===== config.mk =====
export PLATFORM = sky130hd
export DESIGN_NAME = sbox_share_compress
export DESIGN_NICKNAME = d
export VERILOG_FILES = /design/src/rtl/aes_ti_pkg.sv /design/src/rtl/gf8_linmap.sv /design/src/rtl/sbox_share_compress.sv
export SDC_FILE = /design/constraint.sdc
export NUM_CORES = 1
export LEC_CHECK = 0
export CORE_UTILIZATION = 46
export CTS_CLUSTER_SIZE = 25
export DETAILED_ROUTE_END_ITERATION = 8
export PLACE_DENSITY = 0.78
export SLEW_MARGIN = 25
export SYNTH_ARGS = -nofsm -noshare
export SYNTH_HDL_FRONTEND = slang
export SYNTH_SLANG_ARGS = --single-unit

===== constraint.sdc =====
create_clock -name CLK -period 2.4 [get_ports CLK]
set_input_delay 0.36 -clock CLK [delete_from_list [all_inputs] [get_ports CLK]]
set_output_delay 0.36 -clock CLK [all_outputs]
set_load 0.01 [all_outputs]

===== src/rtl/aes_ti_pkg.sv =====
// Constants shared by the masked AES S-box datapath. The tower field is
// GF(((2^2)^2)^2) built as w^2+w+1, z^2+z+w, y^2+y+w*z.
package aes_ti_pkg;

    typedef logic [7:0][7:0] lmat_t;

    localparam int INV_LAT_DEF = 2;
    localparam int NBYTES_DEF  = 16;

    localparam logic [7:0] SBOX_CONST = 8'h63;

    // Tower basis element i written in the AES polynomial basis (x^8+x^4+x^3+x+1):
    // 1, w, z, wz, y, wy, zy, wzy with w=0xBD, z=0xE0, y=0x42.
    localparam lmat_t TOWER_BASIS = {8'h92, 8'hE5, 8'hF5, 8'h42,
                                     8'hED, 8'hE0, 8'hBD, 8'h01};

    // Linear part of the AES affine map: bit i = b[i]^b[i+4]^b[i+5]^b[i+6]^b[i+7].
    function automatic logic [7:0] affine_lin(input logic [7:0] b);
        return b ^ {b[3:0], b[7:4]} ^ {b[4:0], b[7:5]}
                 ^ {b[5:0], b[7:6]} ^ {b[6:0], b[7]};
    endfunction

    // Row r, column c of (affine o tower-to-polynomial); row masks are packed by row.
    function automatic lmat_t build_lmat();
        logic [63:0] flat;
        logic [63:0] basis_flat;
        logic [7:0]  col;
        logic [7:0]  bit_r;
        flat       = '0;
        basis_flat = TOWER_BASIS;
        for (int c = 0; c < 8; c++) begin
            col = affine_lin(8'(basis_flat >> (8 * c)));
            for (int r = 0; r < 8; r++) begin
                bit_r = col >> r;
                flat  = flat | (64'(bit_r[0]) << (8 * r + c));
            end
        end
        return lmat_t'(flat);
    endfunction

    localparam lmat_t L_MAT = build_lmat();

endpackage


===== src/rtl/gf8_linmap.sv =====
// Combinational GF(2) 8x8 matrix-vector product; MAT holds one row mask per output bit.
module gf8_linmap
    import aes_ti_pkg::*;
#(
    parameter lmat_t MAT = '0
) (
    input  logic [7:0] x,
    output logic [7:0] y
);

    for (genvar r = 0; r < 8; r++) begin : g_row
        assign y[r] = ^(MAT[r] & x);
    end

endmodule


===== src/rtl/sbox_share_compress.sv =====
// Re-masks and compresses the four inversion output shares to two, applies the
// output linear map plus 0x63, and carries the byte tags through the pipeline.
module sbox_share_compress
    import aes_ti_pkg::*;
#(
    parameter int INV_LAT = INV_LAT_DEF,
    parameter int NBYTES  = NBYTES_DEF
) (
    input  logic       CLK,
    input  logic       RST,
    input  logic       in_valid,
    input  logic       in_last,
    input  logic [7:0] sh0,
    input  logic [7:0] sh1,
    input  logic [7:0] sh2,
    input  logic [7:0] sh3,
    input  logic [7:0] r_comp,
    output logic [7:0] out0,
    output logic [7:0] out1,
    output logic       out_valid,
    output logic       out_last,
    output logic [3:0] out_idx
);

    localparam logic [3:0] IDX_LAST = 4'(NBYTES - 1);

    logic [INV_LAT-1:0] vld_dly;
    logic [INV_LAT-1:0] last_dly;
    logic [7:0]         q0_p1, q1_p1, q2_p1, q3_p1;
    logic               vld_p1, last_p1;
    logic [7:0]         lin0, lin1;

    // Tag delay line matching the upstream inversion latency; last is qualified by valid.
    always_ff @(posedge CLK or posedge RST) begin
        if (RST) begin
            vld_dly  <= '0;
            last_dly <= '0;
        end else begin
            vld_dly  <= (vld_dly << 1) | INV_LAT'(in_valid);
            last_dly <= (last_dly << 1) | INV_LAT'(in_valid & in_last);
        end
    end

    // Stage C: each share registered on its own before any cross-share XOR.
    always_ff @(posedge CLK or posedge RST) begin
        if (RST) begin
            q0_p1   <= '0;
            q1_p1   <= '0;
            q2_p1   <= '0;
            q3_p1   <= '0;
            vld_p1  <= 1'b0;
            last_p1 <= 1'b0;
        end else begin
            q0_p1   <= sh0 ^ r_comp;
            q1_p1   <= sh1;
            q2_p1   <= sh2 ^ r_comp;
            q3_p1   <= sh3;
            vld_p1  <= vld_dly[INV_LAT-1];
            last_p1 <= last_dly[INV_LAT-1];
        end
    end

    gf8_linmap #(.MAT(L_MAT)) u_lin0 (.x(q0_p1 ^ q1_p1), .y(lin0));
    gf8_linmap #(.MAT(L_MAT)) u_lin1 (.x(q2_p1 ^ q3_p1), .y(lin1));

    // Stage O: compressed shares through the output map; constant folded into share 0.
    always_ff @(posedge CLK or posedge RST) begin
        if (RST) begin
            out0      <= '0;
            out1      <= '0;
            out_valid <= 1'b0;
            out_last  <= 1'b0;
        end else begin
            out0      <= lin0 ^ SBOX_CONST;
            out1      <= lin1;
            out_valid <= vld_p1;
            out_last  <= vld_p1 & last_p1;
        end
    end

    // Output byte index: advances per valid byte, wraps, and resyncs to 0 after a last byte.
    always_ff @(posedge CLK or posedge RST) begin
        if (RST) begin
            out_idx <= '0;
        end else if (out_valid) begin
            if (out_last || (out_idx == IDX_LAST)) begin
                out_idx <= '0;
            end else begin
                out_idx <= out_idx + 4'd1;
            end
        end
    end

endmodule


[Yosys cells after proc, flatten, opt, wreduce, memory -nomap -nowiden]
Index checks and enable logic that the tools add are counted.
Widths: inputs -> output; s select.
Storage, ports and cells
  logic and storage cells: 42
  input bits: 44
  output and inout bits: 22
  register bits after elaboration: 60
Cells by class
  reductions and logical operators: 17
  equal/unequal tests: 1
  muxes and demuxes: 1
  bitwise gates (word level): 9
  add/subtract/negate cells: 1
Operators with widths (count)
  $reduce_xor 8->1: 16
  $xor 8x8->8: 4
  $add 4x1->4 const B: 1
  $eq 4x4->1 const B: 1
  $mux 4: 1
  $not 4->4: 1
  $or 2x1->2: 2
  $and 1x1->1: 2
  $logic_or 1x1->1: 1

[Longest topological paths before layout]
Gate-level depths: netlist of the first run.
  word-level depth: 3
  gate-level depth with buffers: 4
  depth with buffers taken out: 4

[By module]
A second synthesis of the first run with hierarchy kept.
Second synthesis, totals
  cell total of the unflattened synthesis: 144
  area total of the unflattened synthesis: 2193.4 µm²
Modules (own cells, without submodules)
  sbox_share_compress: cells an instance 116, seq. area each 1501.4 µm², area an instance 1920.6 µm², times used 1
  gf8_linmap: cells an instance 14, seq. area each 0.0 µm², area an instance 136.4 µm², times used 2

[Worst setup path after synthesis of the first run]
Ideal clock, no wire load.
  kind: flip-flop to flip-flop
  start point: reg q1_p1[4]
  end point: reg out0[5]
  library setup time: 141 ps
  cell stages (with the launch flop): 4
  clock period less this slack: 1434 ps
  arrival: 1293 ps
  buffers on the path: 0
  setup slack: 966 ps
  required time: 2259 ps
  cell sequence: dfrtp_1 > xnor2_1 > xnor3_1 > xor2_1
Between the ends
  word-level cells in the longest chain between the ends: 3
Ends and longest elaborated chain
  start, declared: RTL line sbox_share_compress.sv:29  | logic [7:0] q0_p1, q1_p1, q2_p1, q3_p1;
  start signal, assigned: RTL line sbox_share_compress.sv:48  | q1_p1 <= '0;
  start signal, assigned: RTL line sbox_share_compress.sv:55  | q1_p1 <= sh1;
  $xor 8x8->8: RTL line sbox_share_compress.sv:63  | gf8_linmap #(.MAT(L_MAT)) u_lin0 (.x(q0_p1 ^ q1_p1), .y(lin0));
  $reduce_xor 8->1: RTL line gf8_linmap.sv:12  | assign y[r] = ^(MAT[r] & x);
  $not 4->4 (no line)
  end signal, assigned: RTL line sbox_share_compress.sv:74  | out0 <= lin0 ^ SBOX_CONST;
  end, declared: RTL line sbox_share_compress.sv:18  | output logic [7:0] out0,
Every way passes these cells.
A chain may end at the register's enable or synchronous reset.

[Worst setup path in the final report of the first run]
  start point: reg out_valid
  end point: out out_valid
RTL lines
  start, declared: RTL line sbox_share_compress.sv:20  | output logic out_valid,
  start signal, assigned: RTL line sbox_share_compress.sv:76  | out_valid <= vld_p1;
No word-level cell between the ends.

==> impl_metrics.yaml, run 1 <==
power:
  power_density_nw_per_um2: 981.1
  p_seq_frac: 0.426
  p_clk_frac: 0.289
  power.switching_w: 0.0007952
  intPower_w: 0.002276
  pwr-share-comb: 0.285
  switching_share: 0.2589
  peakVddDrop_v: 0.0006037
  leakage_nw: 1.365
cts:
  clockRootBuffer: "clkbuf_8"
  clockBufferDepth: 2
  cts_resized: 0
  post-cts-setup-buffers: 0
  clkLatencyLatePin_ns: 0.33
  clock-sinks: 60
  cts_tree: "yes"
  cts_made_buffers: 9
  cts_htree_levels: 3
  clk_pin_slew_ns: 0.06
  hold_buffers: 0
global_route:
  grtUsageTotal: 0.1718
  first_global_vias: 1334
  grt_pass1_wl_mm: 6.182
  antenna_found_initial: 0
  grt_max_degree: 26
  overflow: 0
timing:
  period_minus_slack_ns: 1.745
  finalWorstSetupSlack_ns: 0.6546
  worst_slew_pin_slew_ns: 0.5037
  final.setup.tns_ns: 0
  final_hold_viol_count: 0
  grt_setup_unrepaired: "no"
  period_share: 0.7273
  final_max_slew_viol_count: 0
  slew_headroom: 0.6618
  fmaxAchievable_mhz: 572.9
  setup_viol: 0
  fin_skew_ns: 0.003808
place:
  gp_congestion: 0.6356
  dpl.hpwl_mm: 2.933
  io_buffers: 65
  pre_cts_slack_ns: 0.7880
  placed_area_um2: 2929
  placed_cells: 257
yosys:
  synth.most_common_cell: "dfrtp_1"
  synth_top_area_frac: 0.6830
  synth_common_cells: "dfrtp_1 (60), xnor2_1 (27), xor2_1 (22)"
  synth_top_cells_by_area: "dfrtp_1 (68%), xnor2_1 (11%), xor2_1 (8.8%)"
  synth_top_cell_by_area: "dfrtp_1"
  ys_warn_count: 0
  ys_seq_area_frac: 0.6830
  synth_cell_type_count: 20
  syn-mean-instance-area_um2: 15.93
  synth_edf_count: 0
  async_reset_ff_frac: 1.000
  synth_area_um2: 2198
  ys.flop_type: "dfrtp_1"
  synth.ff_latch_count: 60
  syn-instance-count: 138
  synth_nets: 183
setup_path:
  path_cells: "clkdlybuf4s50_1"
  path_class: "flop to output pin"
  end_kind: "output pin"
  cp_max_fo: 9
  r2r.worst_path.cells: 3
  critPathBufInv: 1
  r2r-start: "q1_p1[2]"
  cpMaxStageDelayCell: "clkdlybuf4s50_1"
  critPathRequiredTime_ns: 2.04
  reg2reg_to: "out0[3]"
  critPathCapture: "out_valid"
  r2r_setup_slack_ns: 0.77
  critical_path.startpoint: "out_valid"
  cp_top_family: "buffers and inverters"
  worst-path-stages: 1
  slowest_delay_ns: 0.60
  startpoint_type: "flop"
  arrival_ns: 1.39
drt:
  vias_per_cell: 4.549
  dr.pass1.iters: 6
  drc: 0
  drt_first_iter_violations: 83
  finalWirelength_mm: 3.740
  num_vias: 1242
  wl_per_cell_um: 13.70
  ant_nets: 0
cells_and_area:
  diodes: 0
  drive_above_1_share: 0.09955
  final_area_um2: 3131
  area_growth_pct: 42.40
  n_fill_cell: 307
  multi_input_area_um2: 685.7
  final_core_util: 0.6997
  final_cells: 273
  seqCellArea_um2: 1501
  finalNetCount: 261
hold_path:
  hold_path.class: "flop to flop"
floorplanning:
  dieArea_um2: 5059
  rows: 24
  dieWidth_um: 71.13
  io_pins: 66
  die_height_um: 71.13
  core_area_um2: 4474
  initial_core_util: 0.4913
flow_run:
  cap_violations: 0
run_status:
  outcome: "finished, final reports clean"
[metrics by stage]
stage	power, W	hold slack [ns]
6_report	0.003071	0.3479
3_5_place_dp	0.002216	0.3355
3_3_place_gp	0.002176	0.3351
2_1_floorplan	0.001744	0.3312
4_1_cts	0.003113	0.3489
5_1_grt	0.003225	0.3514
[worst min-delay path by stage]
stage                      from           to  slack [ns]  cells after the start
floorplan           last_dly[0]  last_dly[1]        0.33                      0
global placement    last_dly[1]      last_p1        0.34                      0
detailed placement   vld_dly[1]       vld_p1        0.34                      0
CTS                  vld_dly[1]       vld_p1        0.35                      0
global route         vld_dly[1]       vld_p1        0.35                      0
finish               vld_dly[1]       vld_p1        0.35                      0
[sequential cells by signal, summed over array words and instances (netlist names)]
| register | cells |
|---|---|
| vld_p1 | 1 |
| last_p1 | 1 |
| out_last | 1 |
| q0_p1 | 8 |
| q3_p1 | 8 |
| out0 | 8 |
| vld_dly | 2 |
| out_idx | 4 |
| q2_p1 | 8 |
| out1 | 8 |
| q1_p1 | 8 |
| out_valid | 1 |
| last_dly | 2 |
[layer usage]
metal  vias up  global-route usage  part of all wire
met3         9             0.05840             0.051
met2        46              0.2863              0.55
met5         -                   0                 0
li1        589                   -                 -
met1       598              0.1961              0.38
met4         0             0.09333             0.023
[power groups by stage]
stage          clock network, W  logic [W]  registers [W]
2_1_floorplan                 0   0.000351        0.00139
3_3_place_gp                  0   0.000852        0.00132
3_5_place_dp                  0   0.000884        0.00133
4_1_cts                0.000914   0.000888        0.00131
5_1_grt                0.000962   0.000935        0.00133
6_report               0.000888   0.000875        0.00131
[final cells by class]
class,instances,area share
Timing Repair Buffer,67,0.2126
Tap cell,52,0.02078
Multi-Input combinational cell,75,0.2190
Clock inverter,5,0.01599
Sequential cell,60,0.4796
Clock buffer,11,0.04836
Inverter,3,0.003597
[layout by cell type (no fill, tap or decap)]
| cell type | count |
|---|---|
| nand3b_1 | 1 |
| inv_1 | 2 |
| nand2_1 | 2 |
| bufinv_16 | 1 |
| a31oi_1 | 1 |
| clkdlybuf4s50_1 | 65 |
| mux2i_1 | 1 |
| xnor2_1 | 27 |
| dfrtp_1 | 60 |
| inv_2 | 1 |
| ha_1 | 1 |
| a21oi_1 | 1 |
| nor2b_1 | 1 |
| and2_1 | 2 |
| buf_4 | 2 |
| xor2_2 | 1 |
| xnor2_2 | 2 |
| clkbuf_8 | 11 |
| clkinv_2 | 4 |
| o21ai_0 | 4 |
| xnor3_1 | 4 |
| nand3_1 | 2 |
| xor2_1 | 22 |
| nand2b_1 | 1 |
| nor3b_1 | 1 |
| nand4_1 | 1 |
[cell families (layout without fill, tap and decap cells)]
family / count (synthesis) / count (layout) / share of synthesized area
adder cells (fa/ha/maj): 1 / 1 / 0.005691
flip-flops: 60 / 60 / 0.6830
AND/OR/NAND/NOR: 11 / 11 / 0.02904
AO/OA/AOI/OAI: 6 / 6 / 0.01423
XOR/XNOR: 56 / 56 / 0.2584
multiplexers: 1 / 1 / 0.004553
buffers and inverters: 3 / 86 / 0.005122
Power figures use the tool's default switching activity.
==> run 2: changes to the inputs <==
- CORE_UTILIZATION: 46 -> 42
- PLACE_DENSITY: 0.78 -> 0.75
- clock period: 2.4 -> 1.5 ns (I/O delays scaled with it)
==> run 2 against run 1 <==
Effect of this change: clock skew is 0.0020 ns higher; clock-buffer cell count is 1 higher; final area is 5.8% higher; core utilization is 2.1 points lower; clock power is 85% higher; cell count is 9.2% higher; sequential power is 60% higher; flip-flop and latch count stayed put; critical path depth is 2 higher; via count is 6.4% higher; non-clock buffer count is 10 higher.
==> impl_metrics.yaml, run 2 (synthesis results as in run 1) <==
run_status:
  outcome: "finished, final reports clean"
timing:
  fmaxAchievable_mhz: 690.9
  slew_headroom: 0.7250
  period_share: 0.9649
  final.setup.tns_ns: 0
  setup_viol: 0
  worst_slew_pin_slew_ns: 0.4116
  grt_setup_unrepaired: "no"
  fin_skew_ns: 0.005843
  final_hold_viol_count: 0
  final_max_slew_viol_count: 0
  period_minus_slack_ns: 1.447
global_route:
  antenna_found_initial: 0
  grtUsageMet2: 0.2828
  met3_usage: 0.08130
  grt_busiest_layer: "met2"
  grt.met1_usage: 0.1705
  first_global_vias: 1397
  grt_pass1_wl_mm: 6.279
  grt_max_degree: 25
  overflow: 0
  grtUsageTotal: 0.1639
cells_and_area:
  finalNetCount: 271
  final_area_um2: 3313
  final_common_cell: "clkdlybuf4s50_1"
  area_growth_pct: 50.71
  n_fill_cell: 363
  drive_above_1_share: 0.1602
  final_cell_mix: "clkdlybuf4s50_1 (61), dfrtp_1 (59), xnor2_1 (23), xor2_1 (22), clkbuf_8 (12)"
  diodes: 0
drt:
  drt_first_iter_violations: 54
  vias_per_cell: 4.433
  dr.pass1.iters: 2
  num_vias: 1321
  finalWirelength_mm: 3.967
  ant_nets: 0
  drc: 0
  wl_per_cell_um: 13.31
place:
  io_buffers: 65
  placed_area_um2: 3037
  gp_congestion: 0.6586
  dpl.hpwl_mm: 3.127
cts:
  cts_tree: "yes"
  clock-sinks: 60
  clkLatencyLatePin_ns: 0.33
  cts_htree_levels: 3
  clk_pin_slew_ns: 0.06
  clockBufferDepth: 2
  clockRootBuffer: "clkbuf_8"
  cts_made_buffers: 9
setup_path:
  arrival_ns: 1.64
  path_class: "flop to flop"
  slowest_delay_ns: 0.44
  critPathRequiredTime_ns: 1.69
  r2r_setup_slack_ns: 0.05
  cpMaxStageDelayCell: "xnor3_1"
  startpoint_type: "flop"
  end_kind: "flop"
  path_cells: "xnor2_2 > xnor2_2 > xnor3_1"
  r2r.worst_path.cells: 3
  cp_common_cell: "xnor2_2"
  cp_max_fo: 3
floorplanning:
  core_area_um2: 4880
  initial_core_util: 0.4505
  die_height_um: 74.35
  dieArea_um2: 5527
  io_pins: 66
  dieWidth_um: 74.35
  rows: 25
power:
  leakage_nw: 1.459
  peakVddDrop_v: 0.0007638
  power_density_nw_per_um2: 1586
flow_run:
  cap_violations: 0
hold_path:
  hold_path.class: "primary input to async pin"
## run 2: area by class of cell
type	count	area [um^2]	share of cell area
timing repair buffer	77	760.7	0.2296
multi-input combinational	75	715.7	0.2160
clock buffer	12	165.2	0.04985
tap	67	83.83	0.02530
inverter	3	15.01	0.004532
sequential	60	1503	0.4535
clock inverter	4	70.07	0.02115
## run 2: repair_timing
item / in CTS / in global routing
setup buffers: 2 / 0
pin swaps: 0 / 2
setup endpoints to repair: 7 / 3
gates cloned: 0 / 0
resized for setup: 6 / 3
hold buffers: 0 / 0
## run 2: power breakdown
part	leakage, nW	internal (W)	switching [W]
registers	0.704	0.00194	0.000149
clock network	0.122	0.00107	0.000572
logic	0.633	0.000927	0.000601
total	1.46	0.00393	0.00132
## run 2: critical path, delay by kind of cell (launching register included)
kind      cells  cell delay [ns]
flops         1             0.40
xor+xnor      3             0.92
## run 2: path summary, 6_finish.rpt
| path | end | from |
|---|---|---|
| min reg2reg | last_p1 | last_dly[1] |
| min in group CLK | q1_p1[0] | sh1[0] |
| min | q1_p1[7] | RST |
| max in group asynchronous | q3_p1[0] | RST |
| max reg2reg | out0[3] | q0_p1[4] |
| max | out0[3] | q0_p1[4] |
## run 2: layer usage
layer / part of all wire / vias up / routed length, um
met5: 0 / - / 0
met2: 0.53 / 55 / 2115
met1: 0.38 / 644 / 1507
met3: 0.071 / 9 / 282
li1: - / 613 / -
met4: 0.016 / 0 / 62
## run 2: stage by stage
| stage | std cells | hold slack [ns] | utilization | total power (W) | worst slack, ns |
|---|---|---|---|---|---|
| finish | 298 | 0.2563 | 0.6790 | 0.005254 | 0.05261 |
| global route | 298 | 0.2576 | 0.6790 | 0.005494 | 0.004010 |
| CTS | 298 | 0.2527 | 0.6744 | 0.005302 | 0.003102 |
| detailed placement | 280 | 0.3395 | 0.6223 | 0.003650 | -0.003032 |
| global placement | 280 | 0.3320 | 0.6223 | 0.003553 | 0.05239 |
| floorplan | 138 | 0.2564 | - | 0.002791 | 0.06566 |
